## config.mk

```make
export PLATFORM = sky130hd
export DESIGN_NAME = rom_read_arbiter
export DESIGN_NICKNAME = d
export VERILOG_FILES = /design/src/rtl/rom_read_arbiter_pkg.sv /design/src/rtl/rom_read_arbiter_rr_pick2.sv /design/src/rtl/rom_read_arbiter.sv
export SDC_FILE = /design/constraint.sdc
export NUM_CORES = 1
export LEC_CHECK = 0
export BUFFER_PORTS_ARGS = -buffer_cell sky130_fd_sc_hd__buf_2
export CAP_MARGIN = 20
export CORE_MARGIN = 10
export CORE_UTILIZATION = 45
export CTS_BUF_LIST = sky130_fd_sc_hd__clkbuf_8
export DETAILED_ROUTE_END_ITERATION = 6
export PLACE_DENSITY = 0.79
export REMOVE_ABC_BUFFERS = 1
export SLEW_MARGIN = 15
export SYNTH_ARGS = -nofsm -noshare
export SYNTH_HDL_FRONTEND = slang
export SYNTH_SLANG_ARGS = --single-unit
```

## constraint.sdc

```tcl
create_clock -name clk -period 1.5 [get_ports clk]
set_input_delay 0.15 -clock clk [delete_from_list [all_inputs] [get_ports clk]]
set_output_delay 0.15 -clock clk [all_outputs]
set_load 0.03 [all_outputs]
```

## src/rtl/rom_read_arbiter_pkg.sv

```systemverilog
// rom_read_arbiter_pkg: shared FSM encoding, grant IDs and default timeout
package rom_read_arbiter_pkg;
    typedef enum logic [1:0] {
        IDLE = 2'd0,
        BUSY = 2'd1,
        DONE = 2'd2
    } state_t;
    localparam logic GNT_IF = 1'b0;
    localparam logic GNT_LD = 1'b1;
    localparam int TIMEOUT_DEF = 255;
endpackage

```

## src/rtl/rom_read_arbiter_rr_pick2.sv

```systemverilog
// rr_pick2: 2-way round-robin picker between IF and LD
//   req_if, req_ld  in   pending requests
//   last_grant      in   previous winner (GNT_IF/GNT_LD)
//   grant_valid     out  some request is pending
//   winner          out  chosen requester; on a tie, the one not granted last
module rr_pick2
    import rom_read_arbiter_pkg::*;
(
    input  logic req_if,
    input  logic req_ld,
    input  logic last_grant,
    output logic grant_valid,
    output logic winner
);
    assign grant_valid = req_if | req_ld;
    assign winner = (req_if & req_ld) ? ~last_grant : (req_ld ? GNT_LD : GNT_IF);
endmodule

```

## src/rtl/rom_read_arbiter.sv

```systemverilog
// rom_read_arbiter: shares one read port between instruction fetch and data load
//   clk, rst            clock, sync active-high reset
//   if_req/if_addr      IF request + byte address; if_rdata/if_valid completion
//   ld_req/ld_addr      LD request + byte address; ld_rdata/ld_valid completion
//   rd_ce/rd_addr       read engine enable + word-aligned address
//   rd_dout/rd_fin      read engine data + done
//   timeout             pulse on forced completion
//   stall               any request still waiting for its valid
module rom_read_arbiter
    import rom_read_arbiter_pkg::*;
#(
    parameter int ADDR_W  = 32,
    parameter int DATA_W  = 32,
    parameter int TIMEOUT = TIMEOUT_DEF
) (
    input  logic              clk,
    input  logic              rst,
    input  logic              if_req,
    input  logic [ADDR_W-1:0] if_addr,
    output logic [DATA_W-1:0] if_rdata,
    output logic              if_valid,
    input  logic              ld_req,
    input  logic [ADDR_W-1:0] ld_addr,
    output logic [DATA_W-1:0] ld_rdata,
    output logic              ld_valid,
    output logic              rd_ce,
    output logic [ADDR_W-1:0] rd_addr,
    input  logic [DATA_W-1:0] rd_dout,
    input  logic              rd_fin,
    output logic              timeout,
    output logic              stall
);
    localparam logic [7:0] TO = 8'(TIMEOUT);
    localparam logic [ADDR_W-1:0] WORD_MASK = {{(ADDR_W-2){1'b1}}, 2'b00};

    state_t            state_q, state_d;
    logic [7:0]        cnt_q, cnt_d;
    logic              last_q, last_d;
    logic              rd_ce_q, rd_ce_d;
    logic [ADDR_W-1:0] rd_addr_q, rd_addr_d;
    logic [DATA_W-1:0] if_rdata_q, if_rdata_d, ld_rdata_q, ld_rdata_d, cap;
    logic              if_valid_q, if_valid_d, ld_valid_q, ld_valid_d;
    logic              timeout_q, timeout_d;
    logic              gnt_valid, winner;

    rr_pick2 u_pick (
        .req_if      (if_req),
        .req_ld      (ld_req),
        .last_grant  (last_q),
        .grant_valid (gnt_valid),
        .winner      (winner)
    );

    // last_q doubles as the owner of the access in flight
    assign cap = rd_fin ? rd_dout : '0;

    always_comb begin
        state_d    = state_q;
        cnt_d      = cnt_q;
        last_d     = last_q;
        rd_ce_d    = rd_ce_q;
        rd_addr_d  = rd_addr_q;
        if_rdata_d = if_rdata_q;
        ld_rdata_d = ld_rdata_q;
        if_valid_d = 1'b0;
        ld_valid_d = 1'b0;
        timeout_d  = 1'b0;
        case (state_q)
            IDLE: if (gnt_valid) begin
                state_d   = BUSY;
                rd_addr_d = (winner == GNT_LD ? ld_addr : if_addr) & WORD_MASK;
                rd_ce_d   = 1'b1;
                cnt_d     = '0;
                last_d    = winner;
            end
            BUSY: begin
                cnt_d = cnt_q + 8'd1;
                if (rd_fin || cnt_q == TO) begin
                    ld_rdata_d = last_q == GNT_LD ? cap : ld_rdata_q;
                    if_rdata_d = last_q == GNT_IF ? cap : if_rdata_q;
                    ld_valid_d = last_q == GNT_LD && ld_req;
                    if_valid_d = last_q == GNT_IF && if_req;
                    timeout_d  = ~rd_fin;
                    rd_ce_d    = 1'b0;
                    state_d    = DONE;
                end
            end
            DONE:    state_d = IDLE;
            default: state_d = IDLE;
        endcase
    end

    always_ff @(posedge clk) begin
        if (rst) begin
            state_q    <= IDLE;
            cnt_q      <= '0;
            last_q     <= GNT_IF;
            rd_ce_q    <= 1'b0;
            rd_addr_q  <= '0;
            if_rdata_q <= '0;
            ld_rdata_q <= '0;
            if_valid_q <= 1'b0;
            ld_valid_q <= 1'b0;
            timeout_q  <= 1'b0;
        end else begin
            state_q    <= state_d;
            cnt_q      <= cnt_d;
            last_q     <= last_d;
            rd_ce_q    <= rd_ce_d;
            rd_addr_q  <= rd_addr_d;
            if_rdata_q <= if_rdata_d;
            ld_rdata_q <= ld_rdata_d;
            if_valid_q <= if_valid_d;
            ld_valid_q <= ld_valid_d;
            timeout_q  <= timeout_d;
        end
    end

    assign rd_ce    = rd_ce_q;
    assign rd_addr  = rd_addr_q;
    assign if_rdata = if_rdata_q;
    assign ld_rdata = ld_rdata_q;
    assign if_valid = if_valid_q;
    assign ld_valid = ld_valid_q;
    assign timeout  = timeout_q;
    assign stall    = (if_req & ~if_valid_q) | (ld_req & ~ld_valid_q);
endmodule

```

[Word-level counts from Yosys, hierarchy flattened]
Index checks and enable logic that the tools add are counted.
W data, S select, Z words.
Storage, ports and cells
  word-level logic and storage cells: 50
  bits in registers: 109
  bits in latches: 0
  ROM bits: 0
  input bits: 101
  bits in writable memories: 0
  memories kept: 0
Cells by class
  $mul: 0
  shift operators: 0
  reduce and logical (&&, ||, !) cells: 12
  add/sub/neg operators: 1
  div/mod/pow operators: 0
  muxes and demuxes: 12
  order comparisons: 0
  bitwise operators: 11
  equal/unequal tests: 4
Operators with widths (count)
  $mux W32: 2
  $pmux W8 S2: 1
  $reduce_and A3 Y1: 3
  $add A8 B1 Y8 const B: 1
  $eq A8 B8 Y1 const B: 1
  $mux W8: 1
  $not A1 Y1: 6
  $reduce_and A2 Y1: 3
  $mux W1: 4
  $mux W2: 2
  $ne A2 B2 Y1 const B: 2
  $pmux W2 S2: 1
  $and A1 B1 Y1: 3
  $reduce_or A3 Y1: 1
  $eq A2 B1 Y1 const B: 1
  $logic_and A1 B1 Y1: 2
  $logic_not A2 Y1: 1
  $or A1 B1 Y1: 2
  $pmux W1 S2: 1
  $reduce_bool A2 Y1: 1
  $logic_or A1 B1 Y1: 1

[Logic depth before layout (Yosys ltp)]
  depth after elaboration: 4
  depth in mapped cells: 6
  gate-level depth less buffers: 4

[Hierarchy]
Synthesis repeated with hierarchy kept, for this count alone.
Second synthesis, totals
  cell total of the unflattened synthesis: 577
  area, all modules: 5056.1 µm²
Modules (own cells, without submodules)
  rom_read_arbiter: area each 5042.3 µm², instances 1, seq. area each 2182.1 µm², cells each 575
  rr_pick2: area each 13.8 µm², instances 1, seq. area each 0.0 µm², cells each 2

[Worst setup path after synthesis]
OpenSTA, ideal clock, no wires.
  path kind: register to register
  start point: register cnt_q[0]
  end point: register ld_rdata_q[26] (netlist: ld_rdata[26])
  path buffers: 2
  arrival: 1.259 ns
  path slack: 0.104 ns
  library setup time: 0.136 ns
  period minus slack after synthesis: 1.396 ns
  data required time: 1.364 ns
  cell stages (with the launch flop): 7
  cells stage by stage: dfxtp_1 -> ha_1 -> nand3_1 -> o21bai_2 -> buf_6 -> buf_4 -> a311oi_1
Between the ends
  cells in the longest elaborated chain, start to end: 3
Ends and longest elaborated chain
  start: declaration: RTL line rom_read_arbiter.sv:37  | logic [7:0] cnt_q, cnt_d;
  start signal: assignment: RTL line rom_read_arbiter.sv:107  | cnt_q <= cnt_d;
  $eq A8 B8 Y1: RTL line rom_read_arbiter.sv:78  | if (rd_fin || cnt_q == TO) begin
  $logic_or A1 B1 Y1: RTL line rom_read_arbiter.sv:78
  $reduce_and A3 Y1 (no source line)
  end signal: assignment: RTL line rom_read_arbiter.sv:112  | ld_rdata_q <= ld_rdata_d;
  end: declaration: RTL line rom_read_arbiter.sv:41  | logic [DATA_W-1:0] if_rdata_q, if_rdata_d, ld_rdata_q, ld_rdata_d, cap;
Every way passes these cells.
A chain may end at the register's enable or synchronous reset.

[Final worst setup path]
  start point: register state_q[0]
  end point: register if_rdata_q[10] (netlist: if_rdata[10])
Between the ends
  cells in the longest elaborated chain, start to end: 2
Ends and longest elaborated chain
  start: declaration: RTL line rom_read_arbiter.sv:36  | state_t state_q, state_d;
  start signal: assignment: RTL line rom_read_arbiter.sv:106  | state_q <= state_d;
  $eq A2 B1 Y1: RTL line rom_read_arbiter.sv:68  | case (state_q)
  $reduce_and A3 Y1 (no source line)
  end signal: assignment: RTL line rom_read_arbiter.sv:111  | if_rdata_q <= if_rdata_d;
  end: declaration: RTL line rom_read_arbiter.sv:41
Every way passes these cells.

==> run_summary.xml <==
<?xml version="1.0" encoding="UTF-8"?>
<metrics>
  <group name="outcome">
    <metric name="run_status" unit="">complete, no violations</metric>
  </group>
  <group name="finish">
    <metric name="final_design_area_no_fill" unit="mm^2">0.00619</metric>
    <metric name="drive_above_1_share" unit="">0.392</metric>
    <metric name="nFillCells" unit="">866</metric>
    <metric name="final_nets" unit="">765</metric>
    <metric name="final_design_utilization" unit="">0.605</metric>
    <metric name="synthToLayoutAreaGrowth" unit="%">31.7</metric>
  </group>
  <group name="cts">
    <metric name="cts_made_buffers" unit="">9</metric>
    <metric name="cts_tree" unit="">done</metric>
    <metric name="cts.clk_slew.worst_paths" unit="ps">110</metric>
    <metric name="numClockSinks" unit="">109</metric>
    <metric name="insertion_delay" unit="ps">370</metric>
    <metric name="ctsLongestPathBuffers" unit="">2</metric>
    <metric name="hold_buffers" unit="">0</metric>
    <metric name="clk_root_buffer_cell" unit="">clkbuf_8</metric>
    <metric name="clock_tree.htree_level_count" unit="">3</metric>
  </group>
  <group name="logic_synthesis">
    <metric name="postSynthRegisterBits" unit="">109</metric>
    <metric name="synth_area_leader_cell" unit="">dfxtp_1</metric>
    <metric name="async_flop_share" unit="">0</metric>
    <metric name="synth_top_cells_by_area" unit="">dfxtp_1, a311oi_1, a31oi_1</metric>
    <metric name="syn-instance-count" unit="">484</metric>
    <metric name="synth.lib_cells_used.distinct" unit="">40</metric>
    <metric name="ys_dominant_reg_cell" unit="">dfxtp_1</metric>
    <metric name="synthesis.yosys.warnings" unit="">0</metric>
    <metric name="netlist_area" unit="mm^2">0.00470</metric>
    <metric name="cell_types_with_the_highest_counts_after_synthesis" unit="">dfxtp_1, a311oi_1, a31oi_1</metric>
    <metric name="synth-edff-count" unit="">0</metric>
    <metric name="post_synthesis_mean_instance_area" unit="um^2">9.71</metric>
    <metric name="seq_area_frac_synth" unit="">0.464</metric>
    <metric name="top_count_cell_post_synth" unit="">dfxtp_1</metric>
    <metric name="post-synth-top-area-fraction" unit="">0.464</metric>
  </group>
  <group name="critical_path">
    <metric name="crit_type" unit="">reg -&gt; reg</metric>
    <metric name="critical_path.endpoint_type" unit="">flip-flop</metric>
    <metric name="timing.critical_path.from_type" unit="">flip-flop</metric>
    <metric name="worstPathArrival" unit="ps">1750</metric>
    <metric name="worst_path_required" unit="ps">1780</metric>
    <metric name="worst-path-max-fanout" unit="">16</metric>
  </group>
  <group name="global_route">
    <metric name="initial_antenna_violation_count" unit="">2</metric>
    <metric name="grt_pass1_vias" unit="">4694</metric>
    <metric name="remaining_overflow_grt" unit="">0</metric>
    <metric name="grt_first_pass_wirelength" unit="um">23600</metric>
    <metric name="global_route.usage.total" unit="">0.191</metric>
    <metric name="grt_max_degree" unit="">79</metric>
  </group>
  <group name="sta">
    <metric name="period_needed" unit="ps">1470</metric>
    <metric name="number_of_pins_with_negative_max_slew_slack_in_the_final_report" unit="">0</metric>
    <metric name="fin_crit_sh" unit="">0.980</metric>
    <metric name="setup_viol" unit="">0</metric>
    <metric name="report.final.hold_viol_count" unit="">0</metric>
    <metric name="tns" unit="ps">0</metric>
    <metric name="skew" unit="ps">11.0</metric>
    <metric name="maxClockFrequency" unit="GHz">0.680</metric>
  </group>
  <group name="run">
    <metric name="drv.max_cap_violation_count" unit="">0</metric>
  </group>
  <group name="floorplanning">
    <metric name="coreArea" unit="mm^2">0.0102</metric>
    <metric name="num_io_pins" unit="">202</metric>
    <metric name="num_rows" unit="">37</metric>
    <metric name="start_util" unit="">0.460</metric>
    <metric name="die_y" unit="um">122</metric>
    <metric name="die_width" unit="um">122</metric>
    <metric name="floorplan.die_area" unit="mm^2">0.0149</metric>
  </group>
  <group name="min_path">
    <metric name="min_delay_worst_type" unit="">in -&gt; reg</metric>
  </group>
  <group name="route">
    <metric name="remaining_drc_errors" unit="">0</metric>
    <metric name="avgRoutedWirePerCell" unit="um">19.4</metric>
    <metric name="final_antenna_net_count" unit="">0</metric>
    <metric name="first_pass_iters" unit="">5</metric>
    <metric name="totalWireLength" unit="um">15600</metric>
    <metric name="detailroute.via_count" unit="">4821</metric>
    <metric name="drt-initial-drc-count" unit="">367</metric>
    <metric name="via_per_inst" unit="">5.98</metric>
  </group>
  <group name="placed_design">
    <metric name="port_buffers" unit="">195</metric>
    <metric name="dpl_cell_area" unit="mm^2">0.00581</metric>
    <metric name="place_hpwl" unit="um">10800</metric>
    <metric name="gp_congestion" unit="">0.800</metric>
  </group>
  <group name="power">
    <metric name="irDropWorstVdd" unit="uV">512</metric>
    <metric name="p_leak" unit="nW">2.62</metric>
    <metric name="cellPowerDensity" unit="mW/mm^2">1050</metric>
  </group>
</metrics>
[metal layers]
| layer | vias to the layer above | GRT usage | share of wire |
|---|---|---|---|
| met3 | 42 | 0.0381 | 0.058 |
| met5 | - | 0 | 0 |
| li1 | 2288 | - | - |
| met1 | 2309 | 0.213 | 0.37 |
| met4 | 0 | 0.102 | 0.040 |
| met2 | 182 | 0.336 | 0.53 |
[critical path, stage by stage, from the launching register on]
cell and delay [ps]:
dfxtp_2 400, nor3b_4 250, buf_4 170, clkbuf_16 170, a31oi_1 110, a311oi_1 290
[final timing paths]
kind                            cells past startpoint           end       start  slack [ps]
worst max register to register                      5  if_rdata[10]  state_q[0]          30
worst min register to register                      1      cnt_q[6]    cnt_q[6]         500
worst max-delay path                                5  if_rdata[10]  state_q[0]          30
worst min-delay path                                3      ld_valid      ld_req          80
[state kept, by name (all words and copies together) (netlist names)]
signal / cells
last_q: 1
rd_ce: 1
cnt_q: 8
rd_addr: 30
timeout: 1
ld_valid: 1
if_valid: 1
state_q: 2
if_rdata: 32
ld_rdata: 32
[report_power, final]
part / switching (W) / internal, W / total (W)
registers: 0.0000993 / 0.00307 / 0.00317
logic: 0.00106 / 0.000613 / 0.00167
clock network: 0.00103 / 0.000612 / 0.00164
total: 0.00219 / 0.00430 / 0.00649
[per-stage QoR]
stage | std cells | total power (W) | hold slack, ps | setup WS, ps
finish | 806 | 0.00649 | 82.4 | 30.0
global route | 806 | 0.00680 | 76.5 | -63.1
CTS | 796 | 0.00646 | 49.9 | 27.1
detailed placement | 778 | 0.00479 | 450 | -53.5
global placement | 778 | 0.00473 | 440 | 59.6
floorplan | 425 | 0.00412 | 215 | -1310
[layout by cell type (no fill, tap or decap), types with 3 or more instances in the layout]
cell	count
clkbuf_8	9
nand2_1	38
nand2b_1	5
o21ai_0	5
buf_2	194
buf_4	19
dfxtp_2	5
buf_12	8
mux2i_1	30
a31oi_1	65
inv_1	5
a311oi_1	66
o22ai_1	3
clkbuf_16	4
nor2_1	3
a211oi_2	3
a211oi_1	30
dfxtp_1	103
nand3_1	4
a21oi_1	34
[final cells by class]
cell class | count | area, um^2 | area share
Antenna cell | 2 | 5.00 | 0.000808
Clock buffer | 9 | 124 | 0.0200
Clock inverter | 7 | 50.0 | 0.00808
Inverter | 4 | 15.0 | 0.00242
Multi-Input combinational cell | 312 | 2220 | 0.358
Sequential cell | 109 | 2190 | 0.354
Tap cell | 136 | 170 | 0.0275
Timing Repair Buffer | 227 | 1420 | 0.229
[what timing repair did]
action                                  CTS  global route
setup buffers                             1             4
endpoints found under the setup margin   38            62
pin swaps                                 0             9
gates cloned                              1             4
resized for setup                         2            10
[logic make-up after synthesis]
logic type	synth area share
adders and majority gates	0.00266
and+or+nand+nor	0.0665
buffers and inverters	0.0729
DFF	0.464
AOI/OAI and AO/OA	0.327
muxes	0.0663
other	0.000798
(Power assumes the default switching activity.)
